--- config.mk ---
export PLATFORM = sky130hd
export DESIGN_NAME = wb_mailbox
export DESIGN_NICKNAME = d
export VERILOG_FILES = /design/src/rtl/wb_mailbox_pkg.sv /design/src/rtl/sync_fifo.sv /design/src/rtl/wb_mailbox.sv
export SDC_FILE = /design/constraint.sdc
export NUM_CORES = 1
export LEC_CHECK = 0
export BUFFER_PORTS_ARGS = -buffer_cell sky130_fd_sc_hd__buf_2
export CAP_MARGIN = 10
export CORE_MARGIN = 10
export CORE_UTILIZATION = 33
export CTS_CLUSTER_SIZE = 25
export DETAILED_ROUTE_END_ITERATION = 12
export PLACE_DENSITY = 0.48
export SLEW_MARGIN = 20
export SYNTH_ARGS = -nofsm -noshare
export SYNTH_HDL_FRONTEND = slang
export SYNTH_SLANG_ARGS = --single-unit
--- constraint.sdc ---
create_clock -name clk -period 6.4 [get_ports clk]
set_input_delay 0.96 -clock clk [delete_from_list [all_inputs] [get_ports clk]]
set_output_delay 0.96 -clock clk [all_outputs]
set_load 0.05 [all_outputs]
--- src/rtl/wb_mailbox_pkg.sv ---
// Shared definitions for the CPU-to-testbench mailbox: register offsets, status codes, state type.
package wb_mailbox_pkg;

    localparam logic [3:0] MBX_STATUS  = 4'h0;
    localparam logic [3:0] MBX_CONSOLE = 4'h4;
    localparam logic [3:0] MBX_CYCLES  = 4'h8;
    localparam logic [3:0] MBX_CTRL    = 4'hC;

    localparam logic [7:0] MBX_PASS = 8'h01;
    localparam logic [7:0] MBX_FAIL = 8'hFF;

    typedef enum logic [1:0] {RUN, PASS, FAIL, TIMEOUT} mbx_state_t;

    // Word index of a byte offset; only address bits [3:2] are decoded.
    function automatic logic [1:0] mbx_word(input logic [3:0] off);
        return off[3:2];
    endfunction

endpackage

--- src/rtl/sync_fifo.sv ---
// Single-clock first-word fall-through FIFO; a push while full is accepted only alongside a pop.
module sync_fifo #(
    parameter int unsigned Width = 8,
    parameter int unsigned Depth = 16
) (
    input  logic                     clk_i,
    input  logic                     rst_ni,
    input  logic                     push_i,
    input  logic [Width-1:0]         wdata_i,
    input  logic                     pop_i,
    output logic [Width-1:0]         rdata_o,
    output logic                     full_o,
    output logic                     empty_o,
    output logic [$clog2(Depth):0]   count_o
);

    localparam int unsigned AddrW = $clog2(Depth);

    logic [Width-1:0] mem_q [Depth];
    logic [AddrW-1:0] wptr_q, rptr_q;
    logic [AddrW:0]   count_q;
    logic             do_push, do_pop;

    assign empty_o = (count_q == '0);
    assign full_o  = (count_q == (AddrW + 1)'(Depth));
    assign do_pop  = pop_i & ~empty_o;
    assign do_push = push_i & (~full_o | do_pop);
    assign rdata_o = mem_q[rptr_q];
    assign count_o = count_q;

    always_ff @(posedge clk_i or negedge rst_ni) begin
        if (!rst_ni) begin
            wptr_q  <= '0;
            rptr_q  <= '0;
            count_q <= '0;
        end else begin
            if (do_push) wptr_q <= wptr_q + AddrW'(1);
            if (do_pop)  rptr_q <= rptr_q + AddrW'(1);
            if (do_push && !do_pop)      count_q <= count_q + (AddrW + 1)'(1);
            else if (!do_push && do_pop) count_q <= count_q - (AddrW + 1)'(1);
        end
    end

    always_ff @(posedge clk_i) begin
        if (do_push) mem_q[wptr_q] <= wdata_i;
    end

endmodule

--- src/rtl/wb_mailbox.sv ---
// Wishbone classic mailbox slave: pass/fail status, console byte FIFO and a cycle counter
// with hang timeout.
module wb_mailbox
    import wb_mailbox_pkg::*;
#(
    parameter int unsigned FIFO_DEPTH     = 16,
    parameter int unsigned TIMEOUT_CYCLES = 200_000
) (
    input  logic        clk,
    input  logic        rst_n,
    input  logic        wb_cyc_i,
    input  logic        wb_stb_i,
    input  logic        wb_we_i,
    input  logic [3:0]  wb_adr_i,
    input  logic [31:0] wb_dat_i,
    input  logic [3:0]  wb_sel_i,
    output logic        wb_ack_o,
    output logic [31:0] wb_dat_o,
    output logic        done_o,
    output logic        pass_o,
    output logic        fail_o,
    output logic        timeout_o,
    output logic        con_valid_o,
    output logic [7:0]  con_data_o,
    input  logic        con_ready_i
);

    localparam int unsigned CntW = $clog2(FIFO_DEPTH) + 1;

    logic            ack_q;
    logic [31:0]     dat_q, dat_d;
    logic [31:0]     cycles_q;
    mbx_state_t      state_q, state_d;
    logic            ovf_q, ovf_d;

    logic            access, wr_en, rd_en;
    logic [1:0]      word;
    logic            status_wr, push, pop, ovf_clr, timeout_hit;
    logic            fifo_full, fifo_empty;
    logic [CntW-1:0] fifo_count;
    logic [7:0]      count8;
    logic            unused_bits;

    // Side effects commit only on the edge that raises ack.
    assign access = wb_cyc_i & wb_stb_i & ~ack_q;
    assign wr_en  = access & wb_we_i & wb_sel_i[0];
    assign rd_en  = access & ~wb_we_i;
    assign word   = wb_adr_i[3:2];

    assign status_wr   = wr_en && (word == mbx_word(MBX_STATUS));
    assign push        = wr_en && (word == mbx_word(MBX_CONSOLE));
    assign ovf_clr     = wr_en && (word == mbx_word(MBX_CTRL)) && wb_dat_i[0];
    assign pop         = con_valid_o & con_ready_i;
    assign timeout_hit = (TIMEOUT_CYCLES != 0) && (cycles_q == 32'(TIMEOUT_CYCLES));
    assign count8      = 8'(fifo_count);

    sync_fifo #(
        .Width (8),
        .Depth (FIFO_DEPTH)
    ) u_fifo (
        .clk_i   (clk),
        .rst_ni  (rst_n),
        .push_i  (push),
        .wdata_i (wb_dat_i[7:0]),
        .pop_i   (pop),
        .rdata_o (con_data_o),
        .full_o  (fifo_full),
        .empty_o (fifo_empty),
        .count_o (fifo_count)
    );

    always_comb begin
        state_d = state_q;
        if (state_q == RUN) begin
            if (status_wr && wb_dat_i[7:0] == MBX_PASS)      state_d = PASS;
            else if (status_wr && wb_dat_i[7:0] == MBX_FAIL) state_d = FAIL;
            else if (timeout_hit)                             state_d = TIMEOUT;
        end
    end

    always_comb begin
        ovf_d = ovf_q;
        if (ovf_clr) ovf_d = 1'b0;
        if (push && fifo_full && !pop) ovf_d = 1'b1;
    end

    always_comb begin
        dat_d = '0;
        if (rd_en) begin
            case (word)
                mbx_word(MBX_STATUS):  dat_d = {28'b0, timeout_o, fail_o, pass_o, done_o};
                mbx_word(MBX_CONSOLE): dat_d = {16'b0, count8, 5'b0, ovf_q, fifo_full, fifo_empty};
                mbx_word(MBX_CYCLES):  dat_d = cycles_q;
                default:               dat_d = '0;
            endcase
        end
    end

    always_ff @(posedge clk or negedge rst_n) begin
        if (!rst_n) begin
            ack_q    <= 1'b0;
            dat_q    <= '0;
            cycles_q <= '0;
            state_q  <= RUN;
            ovf_q    <= 1'b0;
        end else begin
            ack_q    <= wb_cyc_i & wb_stb_i & ~ack_q;
            dat_q    <= dat_d;
            cycles_q <= cycles_q + 32'd1;
            state_q  <= state_d;
            ovf_q    <= ovf_d;
        end
    end

    assign wb_ack_o    = ack_q;
    assign wb_dat_o    = dat_q;
    assign done_o      = (state_q != RUN);
    assign pass_o      = (state_q == PASS);
    assign fail_o      = (state_q == FAIL);
    assign timeout_o   = (state_q == TIMEOUT);
    assign con_valid_o = ~fifo_empty;

    assign unused_bits = ^{wb_adr_i[1:0], wb_dat_i[31:8], wb_sel_i[3:1]};

endmodule

==> results of run 1 <==
worst max-delay path by stage:
| stage | from | end | slack, ns | cells past startpoint |
|---|---|---|---|---|
| global placement | u_fifo.rptr_q[0] | con_data_o[4] | 2.88 | 4 |
| floorplan | wb_adr_i[3] | u_fifo.count_o[4] | 3.30 | 11 |
| CTS | u_fifo.rptr_q[0] | con_data_o[2] | 2.32 | 4 |
| global route | u_fifo.rptr_q[0] | con_data_o[1] | 2.23 | 4 |
| detailed placement | u_fifo.rptr_q[0] | con_data_o[2] | 2.84 | 4 |
| finish | u_fifo.rptr_q[0] | con_data_o[4] | 2.42 | 4 |
power groups by stage:
stage | Combinational [mW] | Sequential [mW] | Clock [mW]
finish | 0.860 | 1.57 | 1.17
global route | 0.935 | 1.59 | 1.26
CTS | 0.885 | 1.58 | 1.20
detailed placement | 0.884 | 1.61 | 0
global placement | 0.878 | 1.60 | 0
floorplan | 0.725 | 1.54 | 0
registers in the layout, indices dropped and copies added, names as in the netlist:
register,cells
cycles_q,32
ovf_q,1
wb_ack_o,1
u_fifo.count_o,5
u_fifo.wptr_q,4
u_fifo.mem_q,128
state_q,2
u_fifo.rptr_q,4
wb_dat_o,32
layer usage:
layer  GRT usage, %  vias to the layer above  routed length, um
met5              0                        -                  0
met4           2.72                        0                275
met3           2.73                       25                915
met2           17.3                       75               8400
met1           14.7                     2257               8150
li1               -                     2097                  -
cell usage after synthesis, drive strengths merged (2+ instances only):
cell type and instances:
a21o 2, a21oi 5, a22oi 5, a31oi 2
and2 31, and3 12, and3b 2, and4 5
buf 6, clkbuf 12, dfrtp 81, edfxtp 128
ha 11, inv 15, mux2i 3, mux4 40
nand2 26, nand2b 2, nand3 12, nand4 10
nor2 32, nor2b 5, nor3 6, nor3b 2
nor4 8, o21ai 5, o31ai 2, or4 3
xnor2 24, xor2 16
final cells by class:
type | count | area, um2 | area share [%]
clock inverter | 9 | 46.3 | 0.471
sequential | 209 | 5870 | 59.7
timing repair buffer | 66 | 343 | 3.49
clock buffer | 31 | 606 | 6.16
tap | 330 | 413 | 4.20
inverter | 15 | 56.3 | 0.573
multi-input combinational | 279 | 2490 | 25.4
cells in the final DEF, fill, tap and decap left out, types with 6 or more instances in the layout:
| cell type | n |
|---|---|
| edfxtp_1 | 128 |
| nor2_1 | 32 |
| inv_1 | 15 |
| nor4_1 | 8 |
| clkbuf_16 | 23 |
| and3_1 | 8 |
| xnor2_1 | 24 |
| xor2_1 | 16 |
| nand4_1 | 10 |
| dfrtp_1 | 80 |
| nor3_1 | 6 |
| clkbuf_1 | 8 |
| nand2_1 | 25 |
| buf_2 | 61 |
| ha_1 | 11 |
| nand3_1 | 11 |
| mux4_2 | 40 |
| and2_1 | 30 |
cells by family after synthesis:
kind of cell	count (synthesis)	share of synthesized area, %
xor+xnor	40	4.12
fa+ha+maj	12	1.86
simple gates	160	10.5
buf+inv	33	1.53
compound gates	23	1.75
mux	44	11.1
flops	209	69.1
per-stage QoR:
step	total power [mW]	area, um2	instances
global placement	2.48	9180	899
global route	3.78	9830	939
CTS	3.67	9830	939
detailed placement	2.49	9180	899
finish	3.60	9830	939
floorplan	2.26	8500	521
==> impl_metrics.ini, run 1 <==
[drt]
drt_iter0_drc = 288
drcViolationCount = 0
dr.pass1.iters = 4
final_antenna_net_count = 0
wire_per_inst_um = 18.9
wirelength_um = 17700
viasPerCell = 4.74
vias = 4454

[clock_network]
cts_buffers = 23
clock_path_buffers = 3
clk_latency_ns = 0.50
postCtsSetupRepairBufs = 0
cts.sinks = 209
postCtsHoldBufs = 0
cts_htree_levels = 1
cts-root-buf = clkbuf_16
clk_pin_slew_ns = 0.06
cts_tree = yes
post_cts_resized = 0

[final_layout]
fin_util_pct = 38.9
diodes = 0
drive_above_1_share_pct = 24.0
nets = 652
n_fill_cell = 2374
area_delta_synth_final_pct = 15.7

[floorplanning]
core_mm2 = 0.0253
die_w_um = 180
dieArea_mm2 = 0.0326
die_h_um = 180
fp-row-count = 58
ios = 92
start_util_pct = 33.6

[logic_synthesis]
postSynthCellCount = 521
yosys.area.top_type = edfxtp_1
netlist_area_mm2 = 0.00850
ys_async_sr_fraction_pct = 38.8
synth_cell_types = 45
synth_edf_count = 128
synth_flop_cell = edfxtp_1
synth.net_count = 579
synth_top_area_share_pct = 45.2
ys_top_cells_by_area = edfxtp_1 (45%), dfrtp_1 (24%), mux4_2 (11%)
syn_avg_cell_area_um2 = 16.3
synth-seq-area-share_pct = 69.1
synth.ff_latch_count = 209
yosysWarnings = 0

[placement]
hpwl_um = 11900
port_buffers = 62
pre_cts_ws_ns = 2.84
gp_congestion = 0.753

[timing]
period_minus_slack_ns = 3.98
setup_viol = 0
drv_slew = 0
min_period_over_period_pct = 62.2
fin_ws_ns = 2.42
fin_tns_setup_ns = 0
max_freq_mhz = 251
holdWs_ns = 0.448
skew_ns = 0.00682
slew-limit-headroom_pct = 36.6
rsz0062_at_grt = false
tightest_slew_ns = 0.948
hold_violations = 0

[global_route]
grt_pass1_vias = 4988
grt_max_degree = 45
grt_first_pass_wirelength_um = 28900
grt_usage_pct = 10.9
antenna_found_initial = 1
grt-ovfl-total = 0

[power]
seqPwrFrac_pct = 43.7
clkPwrFrac_pct = 32.4
irDropWorstVdd_mv = 0.389
p_leak_nw = 3.84
swShare_pct = 30.3
internal_power_mw = 2.51
p_switching_mw = 1.09
comb_power_share_pct = 23.9
p_per_area_mw_per_mm2 = 366

[critical_path]
timing.rr.start = u_fifo.count_o[1]
worstPathRequired_ns = 5.44
crit_slowest_cell = dfrtp_2
critical_path.max_stage_delay_ns = 0.65
start_kind = flop
reg2reg_depth = 10
critical-path-top-delay-family = multiplexers
critical_path_buf_inv_count = 2
path_common_cell = mux4_2
path_cells = buf_4 -> mux4_2 -> mux4_2 -> buf_2
end_kind = output pin
reg2reg_slack_ns = 3.52
worstSetupPathType = flop to output pin
r2r-end = u_fifo.count_o[4]
critPathMaxFanout = 23
arrival_ns = 3.02

[run]
drv_cap = 0

[outcome]
status = completed

[worst_hold_path]
min_path_type = input port to async pin
Power figures use the tool's default switching activity.
==> inputs of run 2 (changes only) <==
clock period = 3.7 ns   (was 6.4 ns; I/O delays follow)
==> run 2 against run 1 <==
Net effect:
- register-to-register slack worse by 2.8 ns
- sequential share of layout area is 1.4 points lower
- critical path depth unchanged
==> impl_metrics.ini, run 2 (same netlist as run 1, synthesis figures left out) <==
[outcome]
status = completed

[power]
p_per_area_mw_per_mm2 = 665
p_leak_nw = 3.96
p_total_mw = 6.69
irDropWorstVdd_mv = 0.420

[critical_path]
start_kind = flop
end_kind = output pin
arrival_ns = 2.68
worstPathRequired_ns = 3.14
critPathMaxFanout = 27
worstSetupPathType = flop to output pin

[timing]
fin_ws_ns = 0.464
rsz0062_at_grt = false
setup_viol = 0
fin_tns_setup_ns = 0
hold_violations = 0
max_freq_mhz = 309
drv_slew = 0
tightest_slew_ns = 0.753
slew-limit-headroom_pct = 49.8
skew_ns = 0.0156
period_minus_slack_ns = 3.24
min_period_over_period_pct = 87.5

[clock_network]
clock_path_buffers = 3
cts_htree_levels = 1
cts_buffers = 24
cts-root-buf = clkbuf_16
post_cts_resized = 0
postCtsHoldBufs = 0
postCtsSetupRepairBufs = 0
cts_tree = yes
clk_latency_ns = 0.51
cts.sinks = 209
clk_pin_slew_ns = 0.06

[drt]
vias = 4632
wire_per_inst_um = 19.8
drcViolationCount = 0
wirelength_um = 18700
final_antenna_net_count = 0
dr.pass1.iters = 4
drt_iter0_drc = 257
viasPerCell = 4.89

[placement]
port_buffers = 62
place_area_mm2 = 0.00922
hpwl_um = 12200
gp_congestion = 0.801
dpl.cell_count = 903
pre_cts_ws_ns = 0.604

[run]
drv_cap = 0

[final_layout]
postLayoutCellArea_mm2 = 0.0101
diodes = 0
final_cells = 947
layout_commonest_cell = edfxtp_1
nets = 657
drive_above_1_share_pct = 26.3
top_register = u_fifo.mem_q
area_delta_synth_final_pct = 18.4
most-common-layout-cells = edfxtp_1 (128), dfrtp_1 (80), buf_2 (61), mux4_2 (40), nor2_1 (32)
largest_reg_flops = 128

[floorplanning]
ios = 92
die_h_um = 180
core_mm2 = 0.0253
fp-row-count = 58
dieArea_mm2 = 0.0326
start_util_pct = 33.6
die_w_um = 180

[global_route]
grt_usage_pct = 11.5
grt_pass1_vias = 5003
grt-ovfl-total = 0
antenna_found_initial = 0
grt_max_degree = 60
grt_first_pass_wirelength_um = 29800

[worst_hold_path]
min_path_type = input port to async pin
-- run 2: path summary, 6_finish.rpt --
| kind | from | endpoint | slack, ns | cells past startpoint |
|---|---|---|---|---|
| worst max register to register | u_fifo.count_o[1] | u_fifo.count_o[4] | 0.70 | 10 |
| worst max-delay path | u_fifo.rptr_q[0] | con_data_o[3] | 0.46 | 4 |
| max in group asynchronous | rst_n | cycles_q[8] | 2.78 | 2 |
| min in group clk | wb_cyc_i | wb_ack_o | 0.33 | 2 |
| worst min register to register | cycles_q[31] | cycles_q[31] | 0.51 | 1 |
| worst min-delay path | rst_n | wb_dat_o[26] | 0.11 | 1 |
-- run 2: per-stage QoR --
step | hold slack, ns | utilization (%)
6_report | 0.108 | 39.8
3_5_place_dp | 0.491 | 36.5
3_3_place_gp | 0.490 | 36.5
5_1_grt | 0.175 | 39.8
4_1_cts | 0.138 | 39.8
2_1_floorplan | 0.259 | -
-- run 2: area by class of cell --
type                    instances  area (um2)
inverters                      15        56.3
clock inverters                14         185
repair buffers                 70         385
well taps                     330         413
fillers                      2320       15200
clock buffers                  30         653
multi-input cells             279        2490
flip-flops and latches        209        5870
-- run 2: where the power goes --
part           switching [mW]  total [mW]  internal [mW]
clock                   0.921        2.45           1.53
combinational           0.853        1.52          0.662
sequential              0.162        2.72           2.55
-- run 2: critical path, stage by stage, from the launching register on --
cell and delay (ns):
dfrtp_2 0.55, buf_12 0.30, mux4_2 0.55, mux4_2 0.52, buf_2 0.24
-- run 2: metal layers --
metal	vias to the layer above	track usage (%)	share of wire, %
li1	2106	-	-
met1	2394	15.6	46
met2	107	18.0	47
met3	25	2.73	5.3
met4	0	3.12	1.6
met5	-	0	0
